$ cat config.mk
export PLATFORM = sky130hd
export DESIGN_NAME = not_gate_exerciser
export DESIGN_NICKNAME = d
export VERILOG_FILES = /design/src/rtl/not_gate_exerciser.sv
export SDC_FILE = /design/constraint.sdc
export NUM_CORES = 1
export LEC_CHECK = 0
export BUFFER_PORTS_ARGS = -buffer_cell sky130_fd_sc_hd__buf_2
export CAP_MARGIN = 25
export CORE_MARGIN = 5
export CORE_UTILIZATION = 30
export DETAILED_ROUTE_END_ITERATION = 16
export MAX_ROUTING_LAYER = met4
export PLACE_DENSITY_LB_ADDON = 0.08
export SLEW_MARGIN = 20
export SYNTH_ARGS = -nofsm -noshare
export SYNTH_HDL_FRONTEND = slang
export SYNTH_SLANG_ARGS = --single-unit
$ cat constraint.sdc
create_clock -name clk -period 2.54 [get_ports clk]
set_clock_uncertainty 0.1 [all_clocks]
set_input_delay 0.127 -clock clk [delete_from_list [all_inputs] [get_ports clk]]
set_output_delay 0.127 -clock clk [all_outputs]
set_load 0.01 [all_outputs]
$ cat src/rtl/not_gate_exerciser.sv
// Built-in exerciser for a single inverter: drives alternating vectors,
// waits SETTLE cycles, checks dut_y == ~dut_a and counts mismatches.
// Ports: clk, rst_n (async, active-low), start -> run request;
//   dut_a -> stimulus, dut_y <- response (synchronous to clk);
//   busy, done (1-cycle pulse), pass, err_count[7:0] -> status.
// Optional FIRST_FAIL_LOG_EN adds fail_idx[7:0] and fail_valid,
// which record the index of the first failing vector in a run.
module not_gate_exerciser #(
  parameter int NUM_VEC = 16,
  parameter int SETTLE  = 2
) (
  input  logic       clk,
  input  logic       rst_n,
  input  logic       start,
  output logic       dut_a,
  input  logic       dut_y,
  output logic       busy,
  output logic       done,
  output logic       pass,
`ifdef FIRST_FAIL_LOG_EN
  output logic [7:0] fail_idx,
  output logic       fail_valid,
`endif
  output logic [7:0] err_count
);

  localparam logic [2:0] S_IDLE   = 3'd0;
  localparam logic [2:0] S_DRIVE  = 3'd1;
  localparam logic [2:0] S_SETTLE = 3'd2;
  localparam logic [2:0] S_SAMPLE = 3'd3;
  localparam logic [2:0] S_DONE   = 3'd4;

  localparam logic [3:0] CNT_INIT = 4'(SETTLE - 1);
  localparam logic [7:0] LAST_IDX = 8'(NUM_VEC - 1);

  logic [2:0] state_q, state_d;
  logic [7:0] vec_q, vec_d;
  logic [3:0] cnt_q, cnt_d;
  logic       a_q, a_d;
  logic [7:0] err_q, err_d;
  logic       pass_q, pass_d;
  logic       mism;
`ifdef FIRST_FAIL_LOG_EN
  logic [7:0] fidx_q, fidx_d;
  logic       fv_q, fv_d;
`endif

  always_comb begin
    state_d = state_q;
    vec_d   = vec_q;
    cnt_d   = cnt_q;
    a_d     = a_q;
    err_d   = err_q;
    pass_d  = pass_q;
    mism    = 1'b0;
`ifdef FIRST_FAIL_LOG_EN
    fidx_d  = fidx_q;
    fv_d    = fv_q;
`endif
    unique case (state_q)
      S_IDLE: begin
        if (start) begin
          state_d = S_DRIVE;
          vec_d   = 8'd0;
          err_d   = 8'd0;
          pass_d  = 1'b0;
          a_d     = 1'b0;
`ifdef FIRST_FAIL_LOG_EN
          fidx_d  = 8'd0;
          fv_d    = 1'b0;
`endif
        end
      end
      S_DRIVE: begin
        state_d = S_SETTLE;
        cnt_d   = CNT_INIT;
      end
      S_SETTLE: begin
        if (cnt_q == 4'd0) begin
          state_d = S_SAMPLE;
        end else begin
          cnt_d = cnt_q - 4'd1;
        end
      end
      S_SAMPLE: begin
        mism = (dut_y != ~a_q);
        if (mism && err_q != 8'hff) begin
          err_d = err_q + 8'd1;
        end
`ifdef FIRST_FAIL_LOG_EN
        if (mism && !fv_q) begin
          fv_d   = 1'b1;
          fidx_d = vec_q;
        end
`endif
        if (vec_q == LAST_IDX) begin
          state_d = S_DONE;
          // includes this final sample's result
          pass_d  = (err_d == 8'd0);
        end else begin
          state_d = S_DRIVE;
          vec_d   = vec_q + 8'd1;
          // stimulus is the LSB of the next vector index
          a_d     = ~vec_q[0];
        end
      end
      S_DONE: begin
        state_d = S_IDLE;
      end
      default: begin
        state_d = S_IDLE;
      end
    endcase
  end

  always_ff @(posedge clk or negedge rst_n) begin
    if (!rst_n) begin
      state_q <= S_IDLE;
      vec_q   <= 8'd0;
      cnt_q   <= 4'd0;
      a_q     <= 1'b0;
      err_q   <= 8'd0;
      pass_q  <= 1'b0;
`ifdef FIRST_FAIL_LOG_EN
      fidx_q  <= 8'd0;
      fv_q    <= 1'b0;
`endif
    end else begin
      state_q <= state_d;
      vec_q   <= vec_d;
      cnt_q   <= cnt_d;
      a_q     <= a_d;
      err_q   <= err_d;
      pass_q  <= pass_d;
`ifdef FIRST_FAIL_LOG_EN
      fidx_q  <= fidx_d;
      fv_q    <= fv_d;
`endif
    end
  end

  assign dut_a     = a_q;
  assign busy      = (state_q != S_IDLE) && (state_q != S_DONE);
  assign done      = (state_q == S_DONE);
  assign pass      = pass_q;
  assign err_count = err_q;
`ifdef FIRST_FAIL_LOG_EN
  assign fail_idx   = fidx_q;
  assign fail_valid = fv_q;
`endif

endmodule

* Yosys cells after proc, flatten, opt, wreduce, memory -nomap -nowiden
Cells that the tools add are included.
Widths: inputs -> output; s select.
** Word-level totals
- Register bits after elaboration :: 25
- Input port bits :: 4
- Word-level logic and storage cells :: 54
** Operators by class
- Add/sub/neg operators :: 3
- Equality and inequality tests :: 13
- Muxes and demuxes :: 17
- Bitwise logic cells :: 2
- Reduce and logical (&&, ||, !) cells :: 13
** Operators by type and width (number)
- $mux 8 :: 4
- $pmux 8 s2 :: 2
- $add 8x1->8 const B :: 2
- $pmux 3 s4 :: 1
- $ne 2x2->1 const B :: 5
- $mux 3 :: 3
- $eq 8x4->1 const B :: 1
- $logic_not 8->1 :: 1
- $ne 8x8->1 const B :: 1
- $pmux 4 s2 :: 1
- $eq 3x2->1 const B :: 2
- $reduce_and 2->1 :: 3
- $reduce_and 3->1 :: 2
- $logic_not 4->1 :: 1
- $mux 4 :: 1
- $pmux 1 s2 :: 2
- $reduce_bool 2->1 :: 2
- $sub 4x1->4 const B :: 1
- $eq 3x1->1 const B :: 1
- $eq 3x3->1 const B :: 1
- $logic_not 3->1 :: 1
- $mux 1 :: 3
- $ne 3x3->1 const B :: 1
- $reduce_bool 3->1 :: 1
- 3 further kinds :: 5

* Longest topological paths before layout
Gate-level depths: netlist of the first run.
- Depth in word-level cells :: 8
- Mapped depth :: 7
- Mapped depth without buffers :: 6

* Worst setup path before layout of the first run
Ideal clock, no wire load.
- Kind :: reg-to-reg
- Start point :: register vec_q[0]
- End point :: register pass_q (netlist: pass)
- Library setup time :: 110 ps
- Arrival :: 1797 ps
- Data required time :: 2330 ps
- Slack :: 533 ps
- Stages on the path, launching flop included :: 6
- Cell sequence :: dfrtp_1 > xor2_1 > or2_2 > nor3_1 > mux2_2 > o41ai_1
** Between the ends
- Cells in the longest elaborated chain, start to end :: 3
** Ends and longest elaborated chain
- start: declaration :: line 37 : logic [7:0] vec_q, vec_d;
- start signal: assignment :: line 130 : vec_q <= vec_d;
- $eq 8x4->1 :: line 96 : if (vec_q == LAST_IDX) begin
- $ne 2x2->1 (no source line)
- $reduce_and 3->1 (no source line)
- end signal: assignment :: line 134 : pass_q <= pass_d;
- end: declaration :: line 41 : logic pass_q, pass_d;
No other way between the ends.
A chain may end at the register's enable or synchronous reset.

* Final worst setup path of the first run
Same ends and word-level chain as after synthesis.

==> results.txt, run 1 <==
Status: completed
Starting Density: 30.5%
Slew headroom: 53.1%
Largest net degree at the start of global routing: 25
Clock tree buffer depth: 2
DRC Markers: 0
Top-count cell post-synth: dfrtp_1
Hold EP: state_q[0]$_DFFE_PN0P_
Async S/R FF share, synth: 100%
Sink Count: 24
Crit path buffers/inverters: 0
Share of the synthesized area in the top cell type: 42.2%
Number of synthesized register bits: 24
FF/Latch Area: 601 µm²
Post-route cell area: 1620 µm²
Vias per cell: 5.13
IO Port Bufs: 15
Reg2reg setup slack: 420 ps
Crit path cell chain: xor2_1 > or2_2 > nor3_1 > mux2_2 > o41ai_1
Mapped Cells: 155
Pwr Density: 899 nW/µm²
Capturing point of the worst reg2reg path: pass$_DFFE_PN0P_
R2r worst-path depth: 5
Area Growth Syn to Fin: 14.1%
Final period utilization: 83.5%
Setup WS post-layout: 420 ps
Final min period: 2120 ps
Pins Over Slew Limit: 0
Worst-path maximum fanout: 7
HPWL Detailed: 2350 µm
CTS tree: done
GRT Total Usage: 11.1%
Setup tns final: 0 ps
Cell Rows: 25
Nets@finish: 181
Netlist cell types: 41
WP data arrival: 2170 ps
Critical Path End Type: register
Post-synthesis sequential area ratio: 42.2%
Io pins: 16
MaxCap Viol Count: 0
Drt pass-1 iters: 4
Number of synthesized flops with an enable pin: 0
Syn_nets: 162
Maximum VDD drop: 0.271 mV
Die area: 6220 µm²
First-pass GRT wire length: 5320 µm
Ys Warns: 0
Vias: 1164
Placed Cells: 222
Die height: 78.9 µm
Final setup fails: 0
Synth top cells by count: dfrtp_1 (24), nor2_1 (19), nand2_1 (15)
Die width: 78.9 µm
Post-DRT Antenna Nets: 0
HP Start: start
CTS Buf Count: 3
P_leak: 0.687 nW
Multi-input gate area: 751 µm²
Top area cells in the synthesized netlist: dfrtp_1 (42%), nor2_1 (5.0%), xnor2_1 (4.9%), nand2_1 (4.0%), nor3_1 (2.8%)
CP required: 2590 ps
Cell Count, Final, Fillers Out: 227
Largest stage delay, worst path: 470 ps
Drt total wl: 3230 µm
Layout cells sized above 1: 18.5%
Overflow left after global routing: 0
RSZ-0062 raised after global routing: false
Setup bufs post-CTS: 0
Layout Utilization: 34.8%
H-Tree Depth: 1
Post-CTS resize count: 0
Cell Area, Placed: 1560 µm²
Area of the core: 4660 µm²
Vias in the first global route: 1097
Placer's final routability congestion estimate: 0.875
Cell family with most CP delay: simple AND/OR/NAND/NOR gates
Yosys top cell by area: dfrtp_1
ANT cells: 0
CP max stage cell: dfrtp_1
Mapped Area: 1420 µm²
WHS Path Cells: 3
Synth Flop Type: dfrtp_1
Final hold violations: 0
CTS root buffer: clkbuf_8
Reg clk slew, reported paths: 90 ps
Critical path launch point type: register
Worst Hold Class: in2reg
Syn_area_per_cell: 9.18 µm²
CP Class: reg2reg
Reg2reg start: vec_q[0]$_DFFE_PN0P_
DR WL/cell: 14.2 µm
Fmax: 0.472 GHz
Initial antenna violation count: 0
Clk Latency, worst-skew pair: 260 ps
Drt initial violations: 71
Slew of the pin with the lowest slew margin: 703 ps
Post-place setup slack: 450 ps
Fill cells: 475
CP startpoint: vec_q[0]$_DFFE_PN0P_
==> what timing repair did <==
| item | in CTS | in global routing |
|---|---|---|
| hold buffers | 1 | 0 |
| setup endpoints to repair | 0 | 0 |
| hold endpoints to repair | 24 | 0 |
==> sequential cells by signal, summed over array words and instances, names as in the netlist <==
register / count
vec_q: 8
pass: 1
state_q: 3
err_count: 8
cnt_q: 4
==> through the flow <==
stage | total power [W] | hold WS [ps]
after floorplan | 0.00104 | -269
after CTS | 0.00148 | 69.8
final | 0.00146 | 74.8
after global routing | 0.00158 | 86.7
after global placement | 0.00120 | 57.6
after detailed placement | 0.00120 | 61.2
==> routing by layer <==
metal  wire length (µm)  global-route usage (%)
met5                  0                       -
met4                 19                    2.58
met3                 93                    1.81
met2               1470                    17.4
met1               1650                    15.1
==> cell type report <==
| cell class | instances | area share [%] |
|---|---|---|
| clock buffer | 4 | 3.39 |
| inverter | 7 | 1.62 |
| multi-input combinational | 117 | 46.3 |
| sequential | 24 | 37.0 |
| tap | 54 | 4.16 |
| timing repair buffer | 21 | 7.56 |
==> worst register-to-register path: stages (launching register included) <==
cell	delay, ps
dfrtp_1	470
xor2_1	220
or2_2	330
nor3_1	150
mux2_2	370
o41ai_1	370
==> worst max-delay path by stage <==
| stage | endpoint | slack, ps | cells after the start |
|---|---|---|---|
| after global routing | pass$_DFFE_PN0P_ | 300 | 5 |
| after floorplan | pass$_DFFE_PN0P_ | 530 | 5 |
| after CTS | pass$_DFFE_PN0P_ | 420 | 5 |
| after detailed placement | pass$_DFFE_PN0P_ | 450 | 5 |
| final | pass$_DFFE_PN0P_ | 420 | 5 |
| after global placement | vec_q[4]$_DFFE_PN0P_ | 510 | 5 |
==> kinds of logic after synthesis <==
logic type	Yosys count	synth area share, %
AO/OA/AOI/OAI	34	16.2
AND/OR/NAND/NOR	66	24.9
buffers and inverters	14	5.01
multiplexers	3	2.29
flip-flops	24	42.2
adder cells (fa/ha/maj)	3	2.64
XOR/XNOR	11	6.77
==> cells in the final DEF (no fill, tap or decap), drive strengths merged, types with 4 or more instances in the layout <==
cell / netlist / routed
o21ai: 8 / 8
a31oi: 4 / 4
nor3: 8 / 8
inv: 7 / 7
nor2: 19 / 19
buf: 5 / 20
xnor2: 8 / 8
nand3: 5 / 5
nand2: 15 / 15
clkbuf: 2 / 4
dfrtp: 24 / 24
a21oi: 5 / 5
==> power by group <==
part           internal [W]  leakage, nW  switching, W
Sequential         0.000470        0.322      0.000117
Clock              0.000138       0.0288      0.000125
Combinational      0.000248        0.336      0.000360
Total              0.000856        0.687      0.000603
Note: power is estimated with default switching activity, not from simulation.
==> run 2, diff against run 1 <==
==> constraint.sdc (replaced) <==
create_clock -name clk -period 1.9 [get_ports clk]
set_clock_uncertainty 0.1 [all_clocks]
set_input_delay 0.095 -clock clk [delete_from_list [all_inputs] [get_ports clk]]
set_output_delay 0.095 -clock clk [all_outputs]
set_load 0.01 [all_outputs]
==> run 2 against run 1 <==
  * Setup slack worse by 410 ps
  * Critical path type unchanged
  * Die area is the same
  * Via count rose by 16%
  * First-iteration DRC count rose by 44%
  * Core utilization increased by 8.6 points
  * Routed wire length is 20% higher
  * Critical endpoint is now err_count[0]$_DFFE_PN0P_
  * Critical path depth up 1
  * Final area is 25% higher
  * Power grew 73%
  * Sequential power increased by 23%
  * Combinational power rose by 120%
==> results.txt, run 2 (synthesis results as in run 1) <==
Drt pass-1 iters: 4 (unchanged)
Die height: 78.9 µm (unchanged)
Sw Ratio: 38.2% (-3.1 points)
ANT cells: 0 (unchanged)
CP required: 1970 ps (-620 ps)
Die width: 78.9 µm (unchanged)
Multi-input gate area: 868 µm² (+16%)
Maximum VDD drop: 0.481 mV (+78%)
Pwr Density: 1250 nW/µm² (+39%)
Area of the core: 4660 µm² (unchanged)
Largest stage delay, worst path: 460 ps (about the same)
CP max stage cell: o31ai_2
Fmax: 0.530 GHz (+12%)
Internal power: 0.00156 W (+82%)
FF/Latch Area: 602 µm² (+0.21%)
Reg clk slew, reported paths: 100 ps (about the same)
CP most frequent cell: buf_4
First-pass GRT wire length: 6300 µm (+18%)
Placed Cells: 247 (+11%)
Slew headroom: 61.6% (+8.5 points)
CTS root buffer: clkbuf_8
CP Class: reg2reg
Crit path buffers/inverters: 2 (+2)
Vias: 1345 (+16%)
Most frequent cells in the layout: buf_4 (35), dfrtp_1 (23), nor2_1 (19)
Critical Path End Type: register
Largest net degree at the start of global routing: 25 (unchanged)
Clock tree buffer depth: 2 (unchanged)
Overflow left after global routing: 0 (unchanged)
RSZ-0062 raised after global routing: true
Clk Latency, worst-skew pair: 270 ps (about the same)
Die area: 6220 µm² (unchanged)
Sink Count: 24 (unchanged)
Net Sw Power: 0.000965 W (+60%)
P_leak: 0.909 nW (+32%)
Cell family with most CP delay: compound AO/OA/AOI/OAI gates
CTS Buf Count: 3 (unchanged)
Layout cells sized above 1: 38.8% (+20 points)
Final hold violations: 0 (unchanged)
Vias in the first global route: 1337 (+22%)
MaxCap Viol Count: 0 (unchanged)
GRT Total Usage: 13.0% (+1.9 points)
Power share of the combinational group: 52.7% (+11 points)
Crit path cell chain: nand3_1 > o31ai_2 > buf_4 > nor2_1 > buf_4 > mux2_2
Drt total wl: 3880 µm (+20%)
WP data arrival: 1960 ps (-210 ps)
Reg2reg setup slack: 10 ps (-410 ps)
CTS tree: done
Nets@finish: 214 (+18%)
Cell Area, Placed: 1790 µm² (+15%)
Worst Hold Class: in2reg
Area Growth Syn to Fin: 42.4%
IO Port Bufs: 15 (unchanged)
DRC Markers: 0 (unchanged)
Post-DRT Antenna Nets: 0 (unchanged)
Final min period: 1890 ps (-233 ps)
Placer's final routability congestion estimate: 0.839 (-4.2%)
Final period utilization: 99.3% (+16 points)
Final setup fails: 0 (unchanged)
Status: completed
Pins Over Slew Limit: 0 (unchanged)
Slew of the pin with the lowest slew margin: 577 ps (-126 ps)
Critical path launch point type: register
Cell Count, Final, Fillers Out: 260 (+15%)
H-Tree Depth: 1 (unchanged)
Worst-path maximum fanout: 4 (-3)
Vias per cell: 5.17 (+0.88%)
Clock power frac: 18.7% (+0.6 points)
Flop pwr share: 28.6% (-12 points)
Initial antenna violation count: 0 (unchanged)
Post-route cell area: 2030 µm² (+25%)
Cell Rows: 25 (unchanged)
Fill cells: 464 (-2.3%)
Commonest non-fill, non-tap cell in the layout: buf_4
Starting Density: 30.5% (unchanged)
Io pins: 16 (unchanged)
HPWL Detailed: 2800 µm (+19%)
DR WL/cell: 14.9 µm (+4.8%)
Drt initial violations: 102 (+44%)
[run 2: cell count changes in the layout (fill, tap and decap cells not counted), sizes merged]
cell	previous run	this run
buf	20	53
bufinv	0	1
clkbuf	4	3
[run 2: cell type report]
type	count	share of cell area, %
clock buffer	3	2.04
clock inverter	1	1.48
timing repair buffer	54	19.3
tap	54	3.34
inverter	7	1.30
sequential	24	29.7
multi-input combinational	117	42.9
[run 2: repair_timing]
action / CTS / global route
resized for setup: 3 / 16
endpoints found under the setup margin: 2 / 12
setup buffers: 4 / 6
endpoints found under the hold margin: 24 / 0
pin swaps: 2 / 12
hold buffers: 1 / 0
cloned: 0 / 0
[run 2: worst min-delay path: stages]
cell	delay [ps]
buf_2	110
nor2_1	90
a2111oi_0	70
[run 2: path summary, 6_finish.rpt]
kind / depth (start not counted) / start / to
max in group asynchronous: 2 / rst_n / vec_q[0]$_DFFE_PN0P_
min in group asynchronous: 2 / rst_n / cnt_q[3]$_DFFE_PN0P_
hold reg to reg: 1 / cnt_q[0]$_DFFE_PN0P_ / cnt_q[0]$_DFFE_PN0P_
setup reg to reg: 6 / err_count[4]$_DFFE_PN0P_ / err_count[0]$_DFFE_PN0P_
setup / recovery: 6 / err_count[4]$_DFFE_PN0P_ / err_count[0]$_DFFE_PN0P_
hold / removal: 3 / start / state_q[0]$_DFFE_PN0P_
[run 2: stage by stage]
| stage | power (W) | hold WS, ps | setup slack (ps) | setup TNS [ps] | util, % |
|---|---|---|---|---|---|
| final | 0.00253 | 23.2 | 12.7 | 0 | 43.5 |
| after global routing | 0.00272 | 71.5 | -69.6 | -225 | 43.5 |
| after CTS | 0.00241 | 16.2 | -1.60 | -1.60 | 41.1 |
| after detailed placement | 0.00192 | 36.0 | -95.7 | -95.7 | 38.3 |
| after global placement | 0.00190 | 31.0 | 35.7 | 0 | 38.3 |
| after floorplan | 0.00141 | -301 | -42.5 | -42.5 | - |
[run 2: power groups by stage]
| stage | clock network (W) | logic, W | registers [W] |
|---|---|---|---|
| 2_1_floorplan | 0 | 0.000644 | 0.000762 |
| 3_3_place_gp | 0 | 0.00118 | 0.000722 |
| 3_5_place_dp | 0 | 0.00119 | 0.000728 |
| 4_1_cts | 0.000486 | 0.00121 | 0.000717 |
| 5_1_grt | 0.000508 | 0.00147 | 0.000737 |
| 6_report | 0.000473 | 0.00133 | 0.000722 |
[run 2: routing by layer]
layer	global-route usage [%]	share of wire, %
met2	20.5	48
met5	-	0
met3	1.93	3.1
met1	17.2	48
met4	4.47	0.64
